**config.mk**
```make
export PLATFORM = sky130hd
export DESIGN_NAME = console_tx
export DESIGN_NICKNAME = d
export VERILOG_FILES = /design/src/rtl/console_tx_pkg.sv /design/src/rtl/console_fifo.sv /design/src/rtl/console_tx.sv
export SDC_FILE = /design/constraint.sdc
export NUM_CORES = 1
export LEC_CHECK = 0
export ABC_AREA = 1
export BUFFER_PORTS_ARGS = -buffer_cell sky130_fd_sc_hd__buf_2
export CAP_MARGIN = 20
export CORE_AREA = 10 10 184 134
export CTS_CLUSTER_SIZE = 12
export DETAILED_ROUTE_END_ITERATION = 7
export DIE_AREA = 0 0 194 144
export PLACE_DENSITY_LB_ADDON = 0.12
export SLEW_MARGIN = 20
export SYNTH_ARGS = -nofsm -noshare
export SYNTH_HDL_FRONTEND = slang
export SYNTH_HIERARCHICAL = 1
export SYNTH_SLANG_ARGS = --single-unit
```
**constraint.sdc**
```tcl
create_clock -name clk -period 2.35 [get_ports clk]
set_input_delay 0.1175 -clock clk [delete_from_list [all_inputs] [get_ports clk]]
set_output_delay 0.1175 -clock clk [all_outputs]
set_load 0.005 [all_outputs]
```
**src/rtl/console_tx_pkg.sv**
```systemverilog
// Shared constants for the console transmitter: core data width and FSM state
// encodings, kept here so that loggers can decode the state.
package console_tx_pkg;

  localparam int XLEN = 32;

  localparam int CONSOLE_TX_STATE_LEN = 3;

  localparam logic [CONSOLE_TX_STATE_LEN-1:0] CONSOLE_TX_IDLE   = 3'd0;
  localparam logic [CONSOLE_TX_STATE_LEN-1:0] CONSOLE_TX_START  = 3'd1;
  localparam logic [CONSOLE_TX_STATE_LEN-1:0] CONSOLE_TX_DATA   = 3'd2;
  localparam logic [CONSOLE_TX_STATE_LEN-1:0] CONSOLE_TX_PARITY = 3'd3;
  localparam logic [CONSOLE_TX_STATE_LEN-1:0] CONSOLE_TX_STOP   = 3'd4;

endpackage

```
**src/rtl/console_fifo.sv**
```systemverilog
// Byte FIFO for the console transmitter: synchronous push/pop with full/empty
// flags; a push into a full FIFO is accepted only when a pop happens on the same edge.
module console_fifo #(
  parameter int DEPTH = 16,
  parameter int WIDTH = 8
) (
  input  logic             clk,
  input  logic             reset,
  input  logic             push,
  input  logic             pop,
  input  logic [WIDTH-1:0] wdata,
  output logic [WIDTH-1:0] rdata,
  output logic             full,
  output logic             empty
);

  localparam int AW = (DEPTH > 1) ? $clog2(DEPTH) : 1;

  logic [WIDTH-1:0] mem [DEPTH];
  logic [AW-1:0]    wr_ptr;
  logic [AW-1:0]    rd_ptr;
  logic [AW:0]      count;
  logic             do_push;
  logic             do_pop;

  assign empty   = (count == '0);
  assign full    = (count == (AW+1)'(DEPTH));
  assign do_pop  = pop && !empty;
  assign do_push = push && (!full || do_pop);
  assign rdata   = mem[rd_ptr];

  always_ff @(posedge clk) begin
    if (do_push) mem[wr_ptr] <= wdata;
  end

  // DEPTH is a power of two, so the pointers wrap naturally.
  always_ff @(posedge clk or posedge reset) begin
    if (reset) begin
      wr_ptr <= '0;
      rd_ptr <= '0;
      count  <= '0;
    end else begin
      if (do_push) wr_ptr <= wr_ptr + AW'(1);
      if (do_pop)  rd_ptr <= rd_ptr + AW'(1);
      case ({do_push, do_pop})
        2'b10:   count <= count + 1'b1;
        2'b01:   count <= count - 1'b1;
        default: count <= count;
      endcase
    end
  end

endmodule

```
**src/rtl/console_tx.sv**
```systemverilog
// Buffered 8N1 console transmitter. Define CONSOLE_TX_PARITY_EN to add an
// even-parity bit (8E1, 11-bit frame).
//
// state  | meaning
// IDLE   | line high, waiting for a buffered byte
// START  | start bit (low)
// DATA   | 8 data bits, LSB first
// PARITY | even parity bit (CONSOLE_TX_PARITY_EN only)
// STOP   | stop bit (high); pops the next byte if one is waiting
module console_tx
  import console_tx_pkg::*;
#(
  parameter int CLKS_PER_BIT = 868,
  parameter int FIFO_DEPTH   = 16
) (
  input  logic            clk,
  input  logic            reset,
  input  logic            console_we,
  input  logic [XLEN-1:0] console_wdata,
  output logic            tx,
  output logic            busy,
  output logic            full,
  output logic            overflow
);

  localparam int CW = (CLKS_PER_BIT > 2) ? $clog2(CLKS_PER_BIT) : 1;
  localparam logic [CW-1:0] BIT_LAST = CW'(CLKS_PER_BIT - 1);

  logic [CONSOLE_TX_STATE_LEN-1:0] state;
  logic [CW-1:0] bit_cnt;
  logic [2:0]    bit_idx;
  logic [7:0]    frame_byte;
  logic [7:0]    head;
  logic          empty;
  logic          pop;
  logic          bit_done;
  logic          unused_wdata;

  assign unused_wdata = ^console_wdata[XLEN-1:8];

  assign bit_done = (bit_cnt == '0);
  assign pop      = !empty && ((state == CONSOLE_TX_IDLE) ||
                               ((state == CONSOLE_TX_STOP) && bit_done));
  assign busy     = (state != CONSOLE_TX_IDLE) || !empty;

  console_fifo #(
    .DEPTH (FIFO_DEPTH),
    .WIDTH (8)
  ) u_fifo (
    .clk   (clk),
    .reset (reset),
    .push  (console_we),
    .pop   (pop),
    .wdata (console_wdata[7:0]),
    .rdata (head),
    .full  (full),
    .empty (empty)
  );

  always_ff @(posedge clk or posedge reset) begin
    if (reset) overflow <= 1'b0;
    else       overflow <= console_we && full && !pop;
  end

  always_ff @(posedge clk or posedge reset) begin
    if (reset) begin
      state      <= CONSOLE_TX_IDLE;
      tx         <= 1'b1;
      bit_cnt    <= '0;
      bit_idx    <= '0;
      frame_byte <= '0;
    end else begin
      // Bit timer restarts at every bit boundary; IDLE keeps it preloaded.
      if (state == CONSOLE_TX_IDLE || bit_done) bit_cnt <= BIT_LAST;
      else                                      bit_cnt <= bit_cnt - 1'b1;

      case (state)
        CONSOLE_TX_IDLE: begin
          tx <= 1'b1;
          if (!empty) begin
            state      <= CONSOLE_TX_START;
            tx         <= 1'b0;
            frame_byte <= head;
          end
        end
        CONSOLE_TX_START: begin
          if (bit_done) begin
            state   <= CONSOLE_TX_DATA;
            tx      <= frame_byte[0];
            bit_idx <= '0;
          end
        end
        CONSOLE_TX_DATA: begin
          if (bit_done) begin
            bit_idx <= bit_idx + 3'd1;
            if (bit_idx == 3'd7) begin
`ifdef CONSOLE_TX_PARITY_EN
              state <= CONSOLE_TX_PARITY;
              tx    <= ^frame_byte;
`else
              state <= CONSOLE_TX_STOP;
              tx    <= 1'b1;
`endif
            end else begin
              tx <= frame_byte[bit_idx + 3'd1];
            end
          end
        end
`ifdef CONSOLE_TX_PARITY_EN
        CONSOLE_TX_PARITY: begin
          if (bit_done) begin
            state <= CONSOLE_TX_STOP;
            tx    <= 1'b1;
          end
        end
`endif
        CONSOLE_TX_STOP: begin
          if (bit_done) begin
            if (!empty) begin
              state      <= CONSOLE_TX_START;
              tx         <= 1'b0;
              frame_byte <= head;
            end else begin
              state <= CONSOLE_TX_IDLE;
              tx    <= 1'b1;
            end
          end
        end
        default: begin
          state <= CONSOLE_TX_IDLE;
          tx    <= 1'b1;
        end
      endcase
    end
  end

endmodule
```
==> results.md <==
* Total GRT Usage at between 10 and 15%
* Multi-input logic area at roughly 2100 µm²
* CTS H-Tree Depth at 4
* Net Switching at 1.78 mW
* Post-route antenna net violation count at 0
* Initial Utilization at 34.1%
* Status: completed
* Root Driver: clkbuf_16
* Global-route wire length before repair at ~28000 µm
* Drt pass-1 iters at 4
* Slew headroom at 55.7%
* Die footprint at around 28000 µm²
* CTS Buf Count at 17
* Final period utilization at a little over nine tenths
* Worst setup SP type: register
* Number of remaining DRC errors at 0
* Hpwl dp at about 11000 µm
* Routed WL at about 17000 µm
* Nets at between 700 and 800
* Most frequent cell after synthesis: edfxtp_1
* Synthesis Warnings at 6
* Ranking of synthesized cells by area: edfxtp_1 (53%), dfrtp_1 (13%), nor2_1 (5.6%)
* Initial antenna violation count at 0
* Vias in the first global route at roughly 4700
* CTS tree: built
* Die height at 144 µm
* Worst Path Required at around 2.5 ns
* Drt via density at 4.71
* Die W at roughly 190 µm
* P&R area growth vs syn at 18.3%
* Yosys top cell area share at a little over half
* Final GP Congestion at ~0.81
* RSZ-0062 raised after global routing: yes
* Final worst slack at roughly 0.13 ns
* FFs w/ async S/R, synth at between 20% and 30%
* Part of the power in registers at between 50% and 60%
* Final antenna diode count at 0
* Max-cap viol count at 0
* Mapped Cells at 647
* Worst Path Max Fanout at 8
* Switching share of total power at approximately a quarter
* Most frequent cells after synthesis: edfxtp_1 (128), nor2_1 (109), nand2_1 (80), o21ai_0 (67), inv_1 (46)
* Hold_sp: console_we
* Final Max Slew Viols at 0
* Yosys top cell by area: edfxtp_1
* Hold WC Path Type: in2reg
* Clock Path Buffers at 2
* Clk_lat worst skew at roughly 0.41 ns
* Standard-cell row count at 45
* Wire per inst at 17.1 µm
* Syn_area_per_cell at around 11 µm²
* Distinct cells, synth at 35
* Port Buffers at 14
* Post-synthesis sequential area ratio at about 66%
* Dpl cell area at approximately 7900 µm²
* Crit path DAT at between 2 and 2.5 ns
* Comb power frac at 12.1%
* Clock power share at 37.7%
* VDD IR max at 429 µV
* Cell Int Power at around 5.3 mW
* Post-synth top flop: edfxtp_1
* Measured slew at the worst slew-check pin at 0.661 ns
* Worst path slowest cell: dfrtp_1
* Post-synth net total at a little under 700
* Reg clk slew, reported paths at 0.07 ns
* Hold_ws at 0.0187 ns
* Vias at 4730
* IO Count at 39
* Worst setup EP type: register
* Worst Hold Depth at 3
* Post-synthesis instance area at between 7000 and 8000 µm²
* Hold Path End: overflow$_DFF_PP0_
* R2r startpoint: bit_cnt[4]$_DFF_PP0_
* Core Area at roughly 21000 µm²
* P per Cell Area at just over 800 nW/µm²
* Final Setup Violations at 0
* Fin area at approximately 8600 µm²
* Final hold vios at 0
* Number of flops mapped to enable cells by yosys at roughly 130
* Share of cells above drive strength 1 at a little under a fifth
* Fin cells at 1004
* Crit Reg-Reg Endpoint: u_fifo/mem[5][0]$_DFFE_PP_
* FF+latch count, synth at between 150 and 200
* Worst-case reg-to-reg path depth at 13
* R2r setup slk at roughly 0.13 ns
* GR Overflow Total at 0
* Cell Chain, Critical Path: nor2_2 -> nand3_2 -> nor2_2 -> nand3_2 -> nand2_2 -> nand2_4 -> clkinv_4 -> buf_4 -> o21ai_2 -> inv_2 -> nand2_1 -> nor2_1 -> buf_4
* DP Cell Count at between 900 and 1000
* Initial drt markers at 306
* Worst slack at placement at 0.00923 ns
* Clk_skew at ~0.013 ns
* Setup CP Type: reg2reg
* Tmin final at roughly 2.2 ns
* Fmax at between 0.4 and 0.5 GHz
* Fillers at 2039
* Largest net degree at the start of global routing at 40
* Seq. cell area at between 4000 and 5000 µm²
* Pleak at roughly 3.3 nW
* CTS Sinks at about 170
* Crit path largest cell delay at between 0.4 and 0.5 ns
[per-layer routing]
metal  vias up  global-route usage, %  share of wire [%]
met1      2297                   18.7                 52
met3         2                   2.85                4.5
met5         -                      0                  0
met4         0                   2.66               0.25
met2        73                   18.3                 43
li1       2358                      -                  -
[power by group through the flow]
stage | Clock [mW] | Sequential (mW) | Combinational [mW]
6_report | 2.69 | 3.58 | 0.861
5_1_grt | 2.91 | 3.61 | 0.967
4_1_cts | 2.76 | 3.58 | 0.861
3_5_place_dp | 0 | 3.64 | 0.853
3_3_place_gp | 0 | 3.64 | 0.838
2_1_floorplan | 0 | 3.62 | 0.498
[what timing repair did]
item	in CTS	in global routing
gates resized for setup	2	12
endpoints found under the setup margin	6	113
pin swaps	0	9
setup buffers	0	7
hold buffers	1	0
endpoints found under the hold margin	38	0
[area by class of cell]
type                       count  area share [%]
inverter                      52            2.36
timing repair buffer          67            6.10
multi-input combinational    404            24.8
sequential                   167            56.1
clock inverter                13            1.51
tap                          282            4.11
clock buffer                  19            5.04
[state kept, by name, summed over array words and instances (netlist names)]
register / count
u_fifo/mem: 128
bit_cnt: 10
frame_byte: 8
u_fifo/count: 5
u_fifo/rd_ptr: 4
u_fifo/wr_ptr: 4
bit_idx: 3
state: 3
overflow: 1
tx: 1
[worst max path at each step]
| stage | endpoint | start | slack [ns] |
|---|---|---|---|
| 2_1_floorplan | u_fifo/count[4]$_DFFE_PP0P_ | bit_cnt[0]$_DFF_PP0_ | 0.01 |
| 3_3_place_gp | u_fifo/mem[14][2]$_DFFE_PP_ | bit_cnt[0]$_DFF_PP0_ | 0.02 |
| 3_5_place_dp | u_fifo/count[4]$_DFFE_PP0P_ | bit_cnt[0]$_DFF_PP0_ | 0.009 |
| 4_1_cts | u_fifo/count[4]$_DFFE_PP0P_ | bit_cnt[0]$_DFF_PP0_ | 0.03 |
| 5_1_grt | u_fifo/count[4]$_DFFE_PP0P_ | bit_cnt[4]$_DFF_PP0_ | -0.02 |
| 6_report | u_fifo/mem[5][0]$_DFFE_PP_ | bit_cnt[4]$_DFF_PP0_ | 0.13 |
[logic make-up (layout without fill, tap and decap cells)]
family / count (synthesis) / count (layout) / synth area share [%]
XOR/XNOR: 12 / 12 / 1.45
adder cells (fa/ha/maj): 12 / 12 / 2.17
flip-flops: 167 / 167 / 66.4
AO/OA/AOI/OAI: 127 / 127 / 9.96
AND/OR/NAND/NOR: 253 / 253 / 15.2
buffers and inverters: 76 / 151 / 4.82
[metrics by stage]
| stage | util [%] | TNS [ns] | total power, mW |
|---|---|---|---|
| after floorplan | - | 0 | 4.12 |
| after global placement | 37.3 | 0 | 4.47 |
| after detailed placement | 37.3 | 0 | 4.49 |
| after CTS | 40.0 | 0 | 7.20 |
| after global routing | 40.4 | -0.0195 | 7.48 |
| final | 40.4 | 0 | 7.13 |
[worst max-delay path, delay by kind of cell, from the launching register on]
family | cells | cell delay, ns
DFF | 1 | 0.41
and+or+nand+nor | 8 | 0.91
buffers and inverters | 4 | 0.52
AOI/OAI and AO/OA | 1 | 0.07
[placed cells by master (no fill, tap or decap), types with 2 or more instances in the layout]
cell type and n:
a21oi_1 17, nand2_2 5, buf_2 14, inv_2 7, nor2_1 107, nand2_1 78
buf_12 4, inv_1 42, o21ai_1 7, xor2_1 10, ha_1 10, nand2_4 5
clkinv_2 4, clkbuf_1 2, dfrtp_1 37, nand3_2 5, edfxtp_1 128, clkbuf_16 17
clkinv_1 3, nand3_1 38, o21ai_0 67, o211ai_1 33, buf_4 47, bufinv_16 2
xnor2_1 2, clkinv_4 4, nor2_2 8, nand3b_1 3
Power figures use the tool's default switching activity.
